===== config.mk =====
export PLATFORM = sky130hd
export DESIGN_NAME = load_store_unit
export DESIGN_NICKNAME = d
export VERILOG_FILES = /design/src/rtl/load_store_unit.sv
export SDC_FILE = /design/constraint.sdc
export NUM_CORES = 1
export LEC_CHECK = 0
export ABC_AREA = 1
export ABC_CLOCK_PERIOD_IN_PS = 2100
export CORE_MARGIN = 2
export CORE_UTILIZATION = 30
export CTS_CLUSTER_DIAMETER = 150
export DETAILED_ROUTE_END_ITERATION = 16
export SLEW_MARGIN = 20
export SYNTH_ARGS = -nofsm -noshare
export SYNTH_HDL_FRONTEND = slang
export SYNTH_SLANG_ARGS = --single-unit

===== constraint.sdc =====
create_clock -name clk -period 2.1 [get_ports clk]
set_input_delay 0.21 -clock clk [delete_from_list [all_inputs] [get_ports clk]]
set_output_delay 0.21 -clock clk [all_outputs]
set_load 0.05 [all_outputs]

===== src/rtl/load_store_unit.sv =====
// load_store_unit: RV32I data-memory initiator on a req/gnt/rvalid port.
// Word-crossing accesses go out as two aligned beats and are merged back.
module load_store_unit #(
  parameter bit ALLOW_MISALIGNED = 1'b1
) (
  input  logic        clk,
  input  logic        rst_n,
  input  logic        req_valid,
  output logic        req_ready,
  input  logic        req_we,
  input  logic [31:0] req_addr,
  input  logic [31:0] req_wdata,
  input  logic [2:0]  req_func3,
  output logic        resp_valid,
  output logic [31:0] resp_rdata,
  output logic        resp_err,
  output logic        mem_req,
  output logic        mem_we,
  output logic [31:0] mem_addr,
  output logic [3:0]  mem_wmask,
  output logic [31:0] mem_wdata,
  input  logic        mem_gnt,
  input  logic        mem_rvalid,
  input  logic [31:0] mem_rdata
);

  typedef enum logic [2:0] {
    IDLE, ISSUE0, WAIT0, ISSUE1, WAIT1, DONE
  } state_t;

  state_t      state;
  logic        we_q;
  logic [2:0]  f3_q;
  logic [1:0]  off_q;
  logic        split_q;
  logic [29:0] wa_q;
  logic [63:0] w64_q;
  logic [7:0]  m8_q;
  logic [31:0] lo_q;

  logic [2:0]  req_size;
  logic [31:0] req_wsz;
  logic        req_legal;
  logic        req_split;
  logic        req_bad;
  logic [7:0]  req_m8_raw;
  logic [7:0]  req_m8;
  logic [63:0] req_w64;

  logic [31:0] lo_v;
  logic [31:0] hi_v;
  logic [31:0] ld_sh;
  logic [31:0] ld_data;
  logic [31:0] b1_addr;

  // Decode size, legality, byte mask and lane data of the incoming request
  always_comb begin
    req_size = 3'd1;
    req_wsz  = {24'b0, req_wdata[7:0]};
    unique case (1'b1)
      (req_func3[1:0] == 2'b01): begin
        req_size = 3'd2;
        req_wsz  = {16'b0, req_wdata[15:0]};
      end
      (req_func3[1:0] == 2'b10): begin
        req_size = 3'd4;
        req_wsz  = req_wdata;
      end
      default: ;
    endcase
    if (req_we)
      req_legal = req_func3 inside {3'b000, 3'b001, 3'b010};
    else
      req_legal = req_func3 inside
        {3'b000, 3'b001, 3'b010, 3'b100, 3'b101};
    req_split  = ({1'b0, req_addr[1:0]} + req_size) > 3'd4;
    req_bad    = !req_legal || (!ALLOW_MISALIGNED && req_split);
    req_m8_raw = (8'd1 << req_size) - 8'd1;
    req_m8     = req_m8_raw << req_addr[1:0];
    req_w64    = {32'b0, req_wsz} << {req_addr[1:0], 3'b000};
  end

  // Merge the two read beats, shift down by the offset, then extend
  always_comb begin
    lo_v    = (state == WAIT0) ? mem_rdata : lo_q;
    hi_v    = (state == WAIT1) ? mem_rdata : 32'b0;
    ld_sh   = 32'({hi_v, lo_v} >> {off_q, 3'b000});
    ld_data = ld_sh;
    unique case (1'b1)
      (f3_q == 3'b000): ld_data = {{24{ld_sh[7]}}, ld_sh[7:0]};
      (f3_q == 3'b001): ld_data = {{16{ld_sh[15]}}, ld_sh[15:0]};
      (f3_q == 3'b100): ld_data = {24'b0, ld_sh[7:0]};
      (f3_q == 3'b101): ld_data = {16'b0, ld_sh[15:0]};
      default: ;
    endcase
    b1_addr = {wa_q + 30'd1, 2'b00};
  end

  // Transaction FSM; every port output is a register updated here
  always_ff @(posedge clk or negedge rst_n) begin
    if (!rst_n) begin
      state      <= IDLE;
      req_ready  <= 1'b1;
      resp_valid <= 1'b0;
      resp_err   <= 1'b0;
      resp_rdata <= 32'b0;
      mem_req    <= 1'b0;
      mem_we     <= 1'b0;
      mem_addr   <= 32'b0;
      mem_wmask  <= 4'b0;
      mem_wdata  <= 32'b0;
      we_q       <= 1'b0;
      f3_q       <= 3'b0;
      off_q      <= 2'b0;
      split_q    <= 1'b0;
      wa_q       <= 30'b0;
      w64_q      <= 64'b0;
      m8_q       <= 8'b0;
      lo_q       <= 32'b0;
    end else begin
      resp_valid <= 1'b0;
      unique case (state)
        IDLE: begin
          if (req_valid) begin
            req_ready <= 1'b0;
            we_q      <= req_we;
            f3_q      <= req_func3;
            off_q     <= req_addr[1:0];
            split_q   <= req_split;
            wa_q      <= req_addr[31:2];
            w64_q     <= req_w64;
            m8_q      <= req_m8;
            if (req_bad) begin
              state      <= DONE;
              resp_valid <= 1'b1;
              resp_err   <= 1'b1;
              resp_rdata <= 32'b0;
            end else begin
              state     <= ISSUE0;
              mem_req   <= 1'b1;
              mem_we    <= req_we;
              mem_addr  <= {req_addr[31:2], 2'b00};
              mem_wmask <= req_we ? req_m8[3:0] : 4'b0;
              mem_wdata <= req_we ? req_w64[31:0] : 32'b0;
            end
          end
        end
        ISSUE0: begin
          if (mem_gnt) begin
            if (we_q && split_q) begin
              state     <= ISSUE1;
              mem_addr  <= b1_addr;
              mem_wmask <= m8_q[7:4];
              mem_wdata <= w64_q[63:32];
            end else begin
              mem_req   <= 1'b0;
              mem_we    <= 1'b0;
              mem_addr  <= 32'b0;
              mem_wmask <= 4'b0;
              mem_wdata <= 32'b0;
              if (!we_q) begin
                state <= WAIT0;
              end else begin
                state      <= DONE;
                resp_valid <= 1'b1;
                resp_err   <= 1'b0;
                resp_rdata <= 32'b0;
              end
            end
          end
        end
        WAIT0: begin
          if (mem_rvalid) begin
            lo_q <= mem_rdata;
            if (split_q) begin
              state     <= ISSUE1;
              mem_req   <= 1'b1;
              mem_we    <= 1'b0;
              mem_addr  <= b1_addr;
              mem_wmask <= 4'b0;
              mem_wdata <= 32'b0;
            end else begin
              state      <= DONE;
              resp_valid <= 1'b1;
              resp_err   <= 1'b0;
              resp_rdata <= ld_data;
            end
          end
        end
        ISSUE1: begin
          if (mem_gnt) begin
            mem_req   <= 1'b0;
            mem_we    <= 1'b0;
            mem_addr  <= 32'b0;
            mem_wmask <= 4'b0;
            mem_wdata <= 32'b0;
            if (we_q) begin
              state      <= DONE;
              resp_valid <= 1'b1;
              resp_err   <= 1'b0;
              resp_rdata <= 32'b0;
            end else begin
              state <= WAIT1;
            end
          end
        end
        WAIT1: begin
          if (mem_rvalid) begin
            state      <= DONE;
            resp_valid <= 1'b1;
            resp_err   <= 1'b0;
            resp_rdata <= ld_data;
          end
        end
        DONE: begin
          state      <= IDLE;
          req_ready  <= 1'b1;
          resp_err   <= 1'b0;
          resp_rdata <= 32'b0;
        end
        default: state <= IDLE;
      endcase
    end
  end

endmodule

## Yosys cells after proc, flatten, opt, wreduce, memory -nomap -nowiden

Index checks and enable logic that the tools add are counted.

| word-level totals | value |
|---|---|
| register bits after elaboration | 249 |
| output and inout bits | 105 |
| input bits | 105 |

| operators by class | value |
|---|---|
| multiplexer cells | 87 |
| equality and inequality tests | 24 |
| shifts and indexed selects | 4 |
| order comparisons | 1 |
| reductions and logical operators | 16 |
| add/sub/neg operators | 3 |

Operators by type and width:

| kind | count |
|---|---|
| $mux 32 | 25 |
| $pmux 32 s4 | 3 |
| $pmux 32 s6 | 1 |
| $pmux 32 s2 | 1 |
| $shl 32x5->64 | 1 |
| $shr 64x5->32 | 1 |
| $mux 1 | 32 |
| $mux 4 | 8 |
| $add 30x1->30 const B | 1 |
| $mux 3 | 9 |
| $ne 2x2->1 const B | 10 |
| $eq 3x3->1 const B | 6 |
| $pmux 4 s4 | 1 |
| $pmux 3 s5 | 1 |
| $eq 3x1->1 const B | 3 |
| $eq 3x2->1 const B | 3 |
| $logic_not 3->1 | 3 |
| $reduce_and 9->1 | 1 |
| $pmux 1 s4 | 2 |
| $reduce_and 8->1 | 1 |
| $shl 1x3->8 const A | 1 |
| $shl 8x2->8 | 1 |
| $sub 8x1->8 const B | 1 |
| $reduce_and 7->1 | 1 |
| 16 further kinds | 18 |

## Depth between registers and ports, before layout

| depth | value |
|---|---|
| depth in word-level cells | 9 |
| depth in mapped cells | 13 |
| gate-level depth less buffers | 12 |

## Worst setup path after synthesis

OpenSTA, ideal clock, no wires.

| timing | value |
|---|---|
| kind | input-to-reg |
| start point | input port req_func3[0] |
| end point | register mem_addr[11] |
| cell stages on the path | 13 |
| path slack | 0.245 ns |
| data arrival time | 1.737 ns |
| cells stage by stage | inv_1 -> ha_1 -> buf_2 -> inv_1 -> o21ai_0 -> o21ai_0 -> nand2_1 -> nand3_2 -> inv_2 -> buf_4 -> buf_4 -> nand2_1 -> nand2_1 |

| between the ends | value |
|---|---|
| word-level cells in the longest chain between the ends | 5 |
| elaborated cells between the ends (all ways) | 10 |
| those cells by class | eq/ne: 5; mux: 1; reduce/logical: 4 |

Ends and longest elaborated chain:

| item | line | source |
|---|---|---|
| start: declaration | 13 | `input logic [2:0] req_func3,` |
| $eq 3x1->1, or another cell as far along | 72, 74 |  |
| $reduce_bool 5->1 or $reduce_bool 3->1 (tied branches) | 74, 72 |  |
| $mux 1 (*) | 71 | `if (req_we)` |
| $ne 2x2->1 (no source line) (*) | -- |  |
| $reduce_and 7->1 (no source line) (*) | -- |  |
| end signal: assignment | 142 | `mem_addr <= {req_addr[31:2], 2'b00};` |
| end signal: assignment | 152 | `mem_addr <= b1_addr;` |
| end signal: assignment | 179 | `mem_addr <= b1_addr;` |
| end: declaration | 19 | `output logic [31:0] mem_addr,` |

Every way passes the cells marked *; elsewhere a longest branch is shown, timed or not.
A chain may end at the register's enable or synchronous reset.

## Worst setup path after layout

| timing | value |
|---|---|
| start point | register mem_wdata[23] |
| end point | output port mem_wdata[23] |

RTL lines:

| item | line | source |
|---|---|---|
| start: declaration | 21 | `output logic [31:0] mem_wdata,` |
| start signal: assignment | 144 | `mem_wdata <= req_we ? req_w64[31:0] : 32'b0;` |
| start signal: assignment | 154 | `mem_wdata <= w64_q[63:32];` |

No word-level cell between the ends.

==> run metrics <==
outcome finished, final reports clean; DR vias/cell 5.01; initial antenna violation count 2; area grow syn2layout 35.8%; max incr delay on CP about 870 ps; Tcrit/Tclk final between 90% and 100%; Ys Warns 0; Synth Flop Type dfrtp_1; leakage power around 7 nW; register bit count reported by yosys between 200 and 250; Residual DRC 0; starting density of the core approximately 30%; WL per Instance ~17 um; Clk Latency, worst-skew pair 550 ps; sw frac 47.0%; first-pass GRT wire length ~59 mm; H-tree levels 1; # clock sinks between 200 and 250; biggest area consumer among synthesized cells dfrtp_1; Arr. time, crit path approximately 1800 ps; vias in the first global route approximately 11000; endpoints failing hold 0; vias post-DR 11086; # rows 70; worst-path fanout max 2; clock tree buffer depth 3; top post-synthesis cells by area dfrtp_1 (46%), nand2_1 (14%), o21ai_0 (10%); CP startpoint kind flip-flop; Finished Layout Cells around 2200; Req. time, crit path 1890 ps; placed cell count 2159; net switching power figure roughly 11 mW; die area 38500 um^2; Seq/Total Area, Yosys 45.8%; Filler cells approximately 3800; fin nets about 1800; Mapped Cells ~1500; WP buf/inv 1; Core ar. 36500 um^2; Max-Cap Viols 0; crit path kind flip-flop to output pin; Clock transition at path regs roughly 60 ps; Post-synth top cells nand2_1 (427), o21ai_0 (224), dfrtp_1 (202); Yosys top cell area share 45.6%; Sequential Power Share 27.1%; Layout Skew around 19 ps; Max Fclk slightly below 500 MHz; relative slew slack slightly below 60%; Post-Synthesis Cell Area approximately 11000 um^2; Starting DRT DRC Count between 700 and 800; total track usage between 10% and 20%; grt total ovfl 0; fin crit period approximately 2100 ps; RD Place Congestion between 0.9 and 1; final wirelength 38.3 mm; CP max-delay cell clkdlybuf4s50_1; Synth cell types 44; Setup TNS 0 ps; clock root cell clkbuf_16; Top delay family on crit path buffers and inverters; Port-buffer cells about 210; Final Hold Slack 158 ps; largest net degree at the start of global routing between 60 and 70; Int Power approximately 13 mW; final count of pins violating max slew 0; die height about 200 um; top-count cell post-synth nand2_1; RSZ-0062 raised after global routing yes; EDFF count, synth 0; register area 5080 um^2; proportion of power drawn by combinational gates a little over half; drt pass-1 iters 5; share of layout cells above drive strength 1 between 8 and 9%; syn_area_per_cell between 7 and 8 um^2; Crit. End Element output pin; CTS tree built; IR drop worst, VDD 0.839 mV; Hold/Removal Path Class input port to async pin; clock group share of total power roughly a fifth; Final Power ~24 mW; Worst Max-Slew Pin Slew just over 600 ps; cell area power density 1600 nW/um^2; chip width 196 um; DP HPWL roughly 28 mm; total CTS buffers 25; async set or reset register ratio after synthesis 100%; I/O pins 210; Final Setup Violations 0; crit path cell chain clkdlybuf4s50_1; Antenna Nets Post-Route 0; Multi-input gate area 5210 um^2
-- final timing paths --
| kind | endpoint | start | depth (start not counted) | slack (ps) |
|---|---|---|---|---|
| setup / recovery | mem_wdata[23] | mem_wdata[23] | 1 | 50 |
| hold / removal | lo_q[26] | rst_n | 2 | 160 |
| setup reg to reg | mem_addr[15] | state[0] | 9 | 100 |
| hold reg to reg | resp_rdata[7] | resp_rdata[7] | 2 | 470 |
| max in group asynchronous | resp_rdata[25] | rst_n | 3 | 1250 |
| min in group clk | wa_q[0] | req_addr[2] | 3 | 260 |
-- power by group through the flow --
| stage | clock network [mW] | logic, mW | registers (mW) |
|---|---|---|---|
| 2_1_floorplan | 0 | 6.05 | 8.79 |
| 3_3_place_gp | 0 | 12.4 | 6.59 |
| 3_5_place_dp | 0 | 12.5 | 6.56 |
| 4_1_cts | 4.80 | 12.6 | 6.55 |
| 5_1_grt | 4.96 | 14.2 | 6.76 |
| 6_report | 4.68 | 12.9 | 6.56 |
-- per-stage QoR --
stage	instance area, um^2	utilization (%)	setup slack [ps]
4_1_cts	14900	40.9	10.1
5_1_grt	15100	41.3	-16.7
2_1_floorplan	11100	-	245
3_5_place_dp	14000	38.4	-293
3_3_place_gp	14000	38.4	-145
6_report	15100	41.3	45.4
-- state kept, by name (all words and copies together), names as in the netlist --
| name | flops |
|---|---|
| f3_q | 3 |
| lo_q | 32 |
| m8_q | 4 |
| mem_addr | 30 |
| mem_req | 1 |
| mem_wdata | 32 |
| mem_we | 1 |
| mem_wmask | 4 |
| off_q | 2 |
| req_ready | 1 |
| resp_err | 1 |
| resp_rdata | 32 |
| resp_valid | 1 |
| split_q | 1 |
| state | 3 |
| w64_q | 24 |
| wa_q | 30 |
| we_q | 1 |
-- cells in the final DEF, fill, tap and decap left out, types with 23 or more instances in the layout --
master / n
nor2_1: 99
inv_1: 120
nand3_1: 66
o21ai_0: 222
a21oi_1: 115
buf_4: 60
a2bb2oi_1: 23
clkdlybuf4s50_1: 205
dfrtp_1: 202
clkbuf_16: 28
nand2_1: 426
-- repair_timing --
action,in CTS,in global routing
pin swaps,0,4
cloned,0,4
gates resized for setup,1,13
buffers inserted,0,2
endpoints found under the hold margin,176,0
hold buffers,1,0
setup endpoints to repair,2,44
-- per-layer routing --
metal  share of wire [%]  vias to the layer above  wire length, um  track usage, %
li1                    -                     5404                -               -
met5                   0                        -                0               0
met1                  45                     5280            17200            26.6
met4                 2.4                        0              933            5.64
met3                 6.8                       53             2620            3.23
met2                  46                      349            17600            31.5
-- layout make-up --
type | count | area share, %
Multi-Input combinational cell | 1083 | 34.5
Sequential cell | 203 | 33.7
Timing Repair Buffer | 280 | 18.6
Clock buffer | 28 | 4.36
Tap cell | 468 | 3.88
Inverter | 132 | 3.34
Clock inverter | 18 | 1.55
Antenna cell | 2 | 0.0332
-- cell families after synthesis --
group / after synthesis / synth area share, %
and+or+nand+nor: 645 / 23.9
AOI/OAI and AO/OA: 417 / 20.7
buffers and inverters: 213 / 7.76
DFF: 203 / 45.8
adders and majority gates: 7 / 0.857
muxes: 7 / 0.631
xor gates and xnor gates: 4 / 0.316
other: 1 / 0.0338
(Power assumes the default switching activity.)
